**config.mk**
```make
export PLATFORM = sky130hd
export DESIGN_NAME = rename_bundle_sequencer
export DESIGN_NICKNAME = d
export VERILOG_FILES = /design/src/rtl/rename_pkg.sv /design/src/rtl/rename_prefix_select.sv /design/src/rtl/rename_bundle_sequencer.sv
export SDC_FILE = /design/constraint.sdc
export NUM_CORES = 1
export LEC_CHECK = 0
export ABC_AREA = 1
export CAP_MARGIN = 5
export CORE_MARGIN = 1
export CORE_UTILIZATION = 48
export DETAILED_ROUTE_END_ITERATION = 8
export PLACE_DENSITY = 0.84
export SYNTH_ARGS = -nofsm -noshare
export SYNTH_HDL_FRONTEND = slang
export SYNTH_SLANG_ARGS = --single-unit
```
**constraint.sdc**
```tcl
create_clock -name clk -period 9.5 [get_ports clk]
set_input_delay 1.9 -clock clk [delete_from_list [all_inputs] [get_ports clk]]
set_output_delay 1.9 -clock clk [all_outputs]
set_load 0.02 [all_outputs]
```
**src/rtl/rename_pkg.sv**
```systemverilog
// Shared types and helpers for the rename bundle sequencer.
package rename_pkg;

  typedef enum logic {NORMAL = 1'b0, SPLIT = 1'b1} seq_state_t;

  localparam int NUM_CHECKPOINTS_DEFAULT = 8;
  localparam int CPW = $clog2(NUM_CHECKPOINTS_DEFAULT + 1);

  function automatic int unsigned popcount(input logic [63:0] v);
    int unsigned n;
    n = 0;
    for (int i = 0; i < 64; i++) begin
      n = n + {31'b0, v[i]};
    end
    return n;
  endfunction

endpackage

```
**src/rtl/rename_prefix_select.sv**
```systemverilog
// Combinational in-order lane picker: accepts pending lanes from lane 0 upward
// until the next branch would push the checkpoint count past the limit.
module rename_prefix_select
  import rename_pkg::*;
#(
  parameter int WIDTH   = 4,
  parameter int LIMIT_W = 4,
  localparam int LANE_W = $clog2(WIDTH)
) (
  input  logic [WIDTH-1:0]   pending,
  input  logic [WIDTH-1:0]   is_branch,
  input  logic [LIMIT_W-1:0] limit,
  output logic [WIDTH-1:0]   issue_valid,
  output logic [LANE_W-1:0]  first_br_lane
);

  logic [WIDTH-1:0] pend_br;
  logic [WIDTH-1:0] seen;

  assign pend_br = pending & is_branch;

  // Branch count is monotonic along the lanes, so once it exceeds the limit
  // every later lane (branch or not) is held back as well.
  always_comb begin
    issue_valid   = '0;
    first_br_lane = '0;
    seen          = '0;
    for (int i = 0; i < WIDTH; i++) begin
      seen[i] = 1'b1;
      if (pending[i] && (popcount(64'(pend_br & seen)) <= 32'(limit))) begin
        issue_valid[i] = 1'b1;
      end
    end
    for (int i = WIDTH - 1; i >= 0; i--) begin
      if (issue_valid[i] && is_branch[i]) begin
        first_br_lane = LANE_W'(i);
      end
    end
  end

endmodule

```
**src/rtl/rename_bundle_sequencer.sv**
```systemverilog
// Splits a decode group into rename sub-bundles bounded by checkpoint budget.
// Optional perf counters are enabled by defining RENAME_SEQ_PERF_EN.
module rename_bundle_sequencer
  import rename_pkg::*;
#(
  parameter int WIDTH           = 4,
  parameter int MAX_BR          = 1,
  parameter int NUM_CHECKPOINTS = 8,
  localparam int FREE_W = $clog2(NUM_CHECKPOINTS + 1),
  localparam int LANE_W = $clog2(WIDTH)
) (
  input  logic              clk,
  input  logic              reset,
  input  logic              ext_stall,
  input  logic              res_stall,
  input  logic              if_recall,
  input  logic [WIDTH-1:0]  in_valid,
  input  logic [WIDTH-1:0]  in_is_branch,
  input  logic [FREE_W-1:0] free_cp,
  output logic [WIDTH-1:0]  issue_valid,
  output logic [WIDTH-1:0]  make_checkpoint,
  output logic [LANE_W-1:0] first_br_lane,
  output logic              decode_hold,
  output logic              split_active
`ifdef RENAME_SEQ_PERF_EN
  ,
  output logic [31:0]       perf_split_cycles,
  output logic [31:0]       perf_cp_starve,
  output logic [31:0]       perf_groups
`endif
);

  logic [WIDTH-1:0]  consumed;
  logic [WIDTH-1:0]  consumed_nxt;
  logic [WIDTH-1:0]  pending;
  logic [WIDTH-1:0]  sel_valid;
  logic [WIDTH-1:0]  next_mask;
  logic [LANE_W-1:0] sel_first;
  logic [FREE_W-1:0] limit;
  logic              advance;
  logic              group_done;
  seq_state_t        state;

  assign pending    = in_valid & ~consumed;
  assign state      = (consumed == '0) ? NORMAL : SPLIT;
  assign advance    = ~ext_stall & ~res_stall & ~if_recall & ~reset;
  assign limit      = (int'(free_cp) > MAX_BR) ? FREE_W'(MAX_BR) : free_cp;
  // Invalid lanes count as already consumed so gaps never stall completion.
  assign next_mask  = consumed | sel_valid | ~in_valid;
  assign group_done = advance & (&next_mask);

  rename_prefix_select #(
    .WIDTH   (WIDTH),
    .LIMIT_W (FREE_W)
  ) u_select (
    .pending       (pending),
    .is_branch     (in_is_branch),
    .limit         (limit),
    .issue_valid   (sel_valid),
    .first_br_lane (sel_first)
  );

  always_ff @(posedge clk) begin
    if (reset) begin
      consumed <= '0;
    end else begin
      consumed <= consumed_nxt;
    end
  end

  always_comb begin
    consumed_nxt = consumed;
    if (if_recall) begin
      consumed_nxt = '0;
    end else if (advance) begin
      consumed_nxt = group_done ? '0 : next_mask;
    end
  end

  // Recall flushes decode, so neither issue nor hold is asserted that cycle.
  always_comb begin
    issue_valid     = '0;
    make_checkpoint = '0;
    first_br_lane   = '0;
    decode_hold     = 1'b0;
    split_active    = 1'b0;
    if (!reset) begin
      split_active = (state == SPLIT);
      if (!if_recall) begin
        issue_valid     = sel_valid;
        make_checkpoint = sel_valid & in_is_branch;
        first_br_lane   = sel_first;
        decode_hold     = advance ? ~(&next_mask) : (|pending);
      end
    end
  end

`ifdef RENAME_SEQ_PERF_EN
  always_ff @(posedge clk) begin
    if (reset) begin
      perf_split_cycles <= '0;
      perf_cp_starve    <= '0;
      perf_groups       <= '0;
    end else begin
      if (advance && decode_hold && (perf_split_cycles != '1)) begin
        perf_split_cycles <= perf_split_cycles + 32'd1;
      end
      if (!if_recall && (|pending) && (sel_valid == '0) && (perf_cp_starve != '1)) begin
        perf_cp_starve <= perf_cp_starve + 32'd1;
      end
      if (group_done && (perf_groups != '1)) begin
        perf_groups <= perf_groups + 32'd1;
      end
    end
  end
`endif

endmodule

```
==> impl_metrics.env <==
export IMPL_status="finished, violations left"
export IMPL_violations="design-rule violations"
export IMPL_synth_area_um2=841
export IMPL_viasPerCell=5.12
export IMPL_post_cts_setup_buffers=0
export IMPL_cts_max_level=1
export IMPL_core_area_mm2=0.00158
export IMPL_grt_first_pass_wirelength_um=3530
export IMPL_startpoint_type="input port"
export IMPL_antenna_cells=0
export IMPL_start_util=0.533
export IMPL_min_delay_path_class="reg -> reg"
export IMPL_regMostFlops="consumed"
export IMPL_crit_path_top_delay_cell="clkdlybuf4s50_1"
export IMPL_crit_path_end_kind="output pin"
export IMPL_firstDrtPassIters=7
export IMPL_io_pins=29
export IMPL_fmax_ghz=0.139
export IMPL_finClkSkew_ns=0.00189
export IMPL_cts_inserted_buffers=3
export IMPL_finalHoldViolations=0
export IMPL_synth_edf_count=0
export IMPL_yosys_warnings=0
export IMPL_fin_util=0.748
export IMPL_power_density_mw_per_mm2=73.4
export IMPL_place_ws_ns=2.31
export IMPL_fin_setup_tns_ns=0
export IMPL_area_growth_pct=40.2
export IMPL_setup_viol=0
export IMPL_async_flop_share=0
export IMPL_dieArea_mm2=0.00192
export IMPL_worst_slack_ns=2.28
export IMPL_remaining_drc_errors=2
export IMPL_grt_pass1_vias=822
export IMPL_routed_wirelength_um=2050
export IMPL_drv_cap=0
export IMPL_ys_types=26
export IMPL_critPathKind="in -> out"
export IMPL_finalCritPeriodShare=0.760
export IMPL_cts_hold_buf=0
export IMPL_synthFlopType="dfxtp_1"
export IMPL_fin_crit_ns=7.22
export IMPL_cp_max_fo=4
export IMPL_p_leak_nw=0.577
export IMPL_synth_top_cells_by_area="ha_1, nand2_1, dfxtp_1"
export IMPL_die_w_um=43.9
export IMPL_rsz0062_at_grt="false"
export IMPL_clkSinkCount=4
export IMPL_top_regs="consumed (4)"
export IMPL_ir_drop_uv=84.6
export IMPL_cpPeakStageDelay_ns=0.63
export IMPL_crit_path_start="in_valid[0]"
export IMPL_finalPower_uw=86.5
export IMPL_cts_buffer_depth=2
export IMPL_root_buffer="clkbuf_4"
export IMPL_drive_gt1_frac=0.164
export IMPL_place_hpwl_um=1830
export IMPL_netlist_instances=130
export IMPL_num_nets_final=196
export IMPL_ys_ff_latch=4
export IMPL_grt_ovfl_total=0
export IMPL_synth_most_common_cell="nand2_1"
export IMPL_cts_resized_gates=0
export IMPL_finalMaxSlewViolations=0
export IMPL_grt_max_degree=11
export IMPL_routedWlPerCell_um=11.3
export IMPL_synth_top_area_frac=0.149
export IMPL_num_rows=14
export IMPL_largest_register_ffs=4
export IMPL_synth_seq_area_share=0.0952
export IMPL_hold_start="consumed[3]"
export IMPL_globalplace_congestion=0.867
export IMPL_die_h_um=43.9
export IMPL_clk_latency_ns=0.24
export IMPL_port_buffer_count=28
export IMPL_grt_use_total=0.244
export IMPL_cts_tree="built"
export IMPL_dr_first_iter_drc_count=16
export IMPL_critPathArrivalTime_ns=5.32
export IMPL_postSynthAreaPerCell_um2=6.47
export IMPL_num_vias=926
export IMPL_hold_slack_ns=0.484
export IMPL_cp_cell_sequence="clkdlybuf4s50_1 -> nand2_2 -> nor2_4 -> ha_1 -> ha_1 -> fa_1 -> ha_1 -> inv_1 -> nor2_1 -> o21a_1 -> nor2_1 -> nand2_1 -> nand3_2 -> nand3_2 -> nand2_1 -> nor2_1 -> clkdlybuf4s50_1"
export IMPL_postRouteAntennaNets=0
export IMPL_clk_pin_slew_ns=0.04
export IMPL_synth_area_leader_cell="ha_1"
export IMPL_antenna_found_initial=0
export IMPL_r2r_start="consumed[0]"
export IMPL_ys_top_cells_by_count="nand2_1, inv_1, nand3_1, nor2_1, ha_1"
export IMPL_required_ns=7.60
stage by stage:
stage                     std cells  instance area, µm²
after floorplan                 134                 856
after global placement          178                1160
after detailed placement        178                1160
after CTS                       181                1180
after global routing            181                1180
final                           181                1180
where the power goes:
part           leakage [nW]  internal, mW  switching [mW]  total, mW
sequential           0.0325        0.0174        0.000274     0.0176
clock                0.0138        0.0142         0.00780     0.0220
combinational         0.531        0.0213          0.0256     0.0469
metal layers:
layer | GRT usage | vias to the layer above | share of wire
met5 | 0 | - | 0
met4 | 0.0364 | 0 | 0.0054
met3 | 0.0500 | 2 | 0.047
met2 | 0.445 | 26 | 0.50
met1 | 0.299 | 414 | 0.45
li1 | - | 484 | -
logic make-up (layout without fill, tap and decap cells):
| logic type | after synthesis | after routing | synth area share |
|---|---|---|---|
| fa+ha+maj | 12 | 12 | 0.196 |
| buf+inv | 22 | 53 | 0.0982 |
| xor+xnor | 3 | 3 | 0.0313 |
| flops | 4 | 4 | 0.0952 |
| compound gates | 8 | 8 | 0.0685 |
| other cells | 1 | 5 | 0.00446 |
| simple gates | 80 | 80 | 0.506 |
layout by cell type (no fill, tap or decap), drive strengths merged:
cell	instances
xor2	2
nand3b	1
a31oi	1
nand3	20
xnor2	1
ha	10
dfxtp	4
inv	22
conb	5
nor2	16
clkdlybuf4s50	28
a21oi	4
nand4	1
nand2	35
and3	1
a41oi	1
o21a	1
nor3	5
clkbuf	3
a21boi	1
fa	2
and2	1
worst max-delay path, delay by kind of cell:
kind            cells  cell delay, ns
buf+inv             3            1.21
compound gates      1            0.11
fa+ha+maj           4            1.29
simple gates        9            0.80
final timing paths:
| check | to | depth (start not counted) | slack (ns) |
|---|---|---|---|
| setup / recovery | decode_hold | 17 | 2.28 |
| hold / removal | consumed[3] | 2 | 0.48 |
| setup reg to reg | consumed[0] | 16 | 6.75 |
| hold reg to reg | consumed[3] | 2 | 0.48 |
layout make-up:
cell class	count	area, µm²
clock buffer	3	22.5
multi-input combinational	108	693
timing repair buffer	28	280
inverter	22	82.6
fill	134	398
sequential	4	80.1
tap	16	20.0
(Power assumes the default switching activity.)
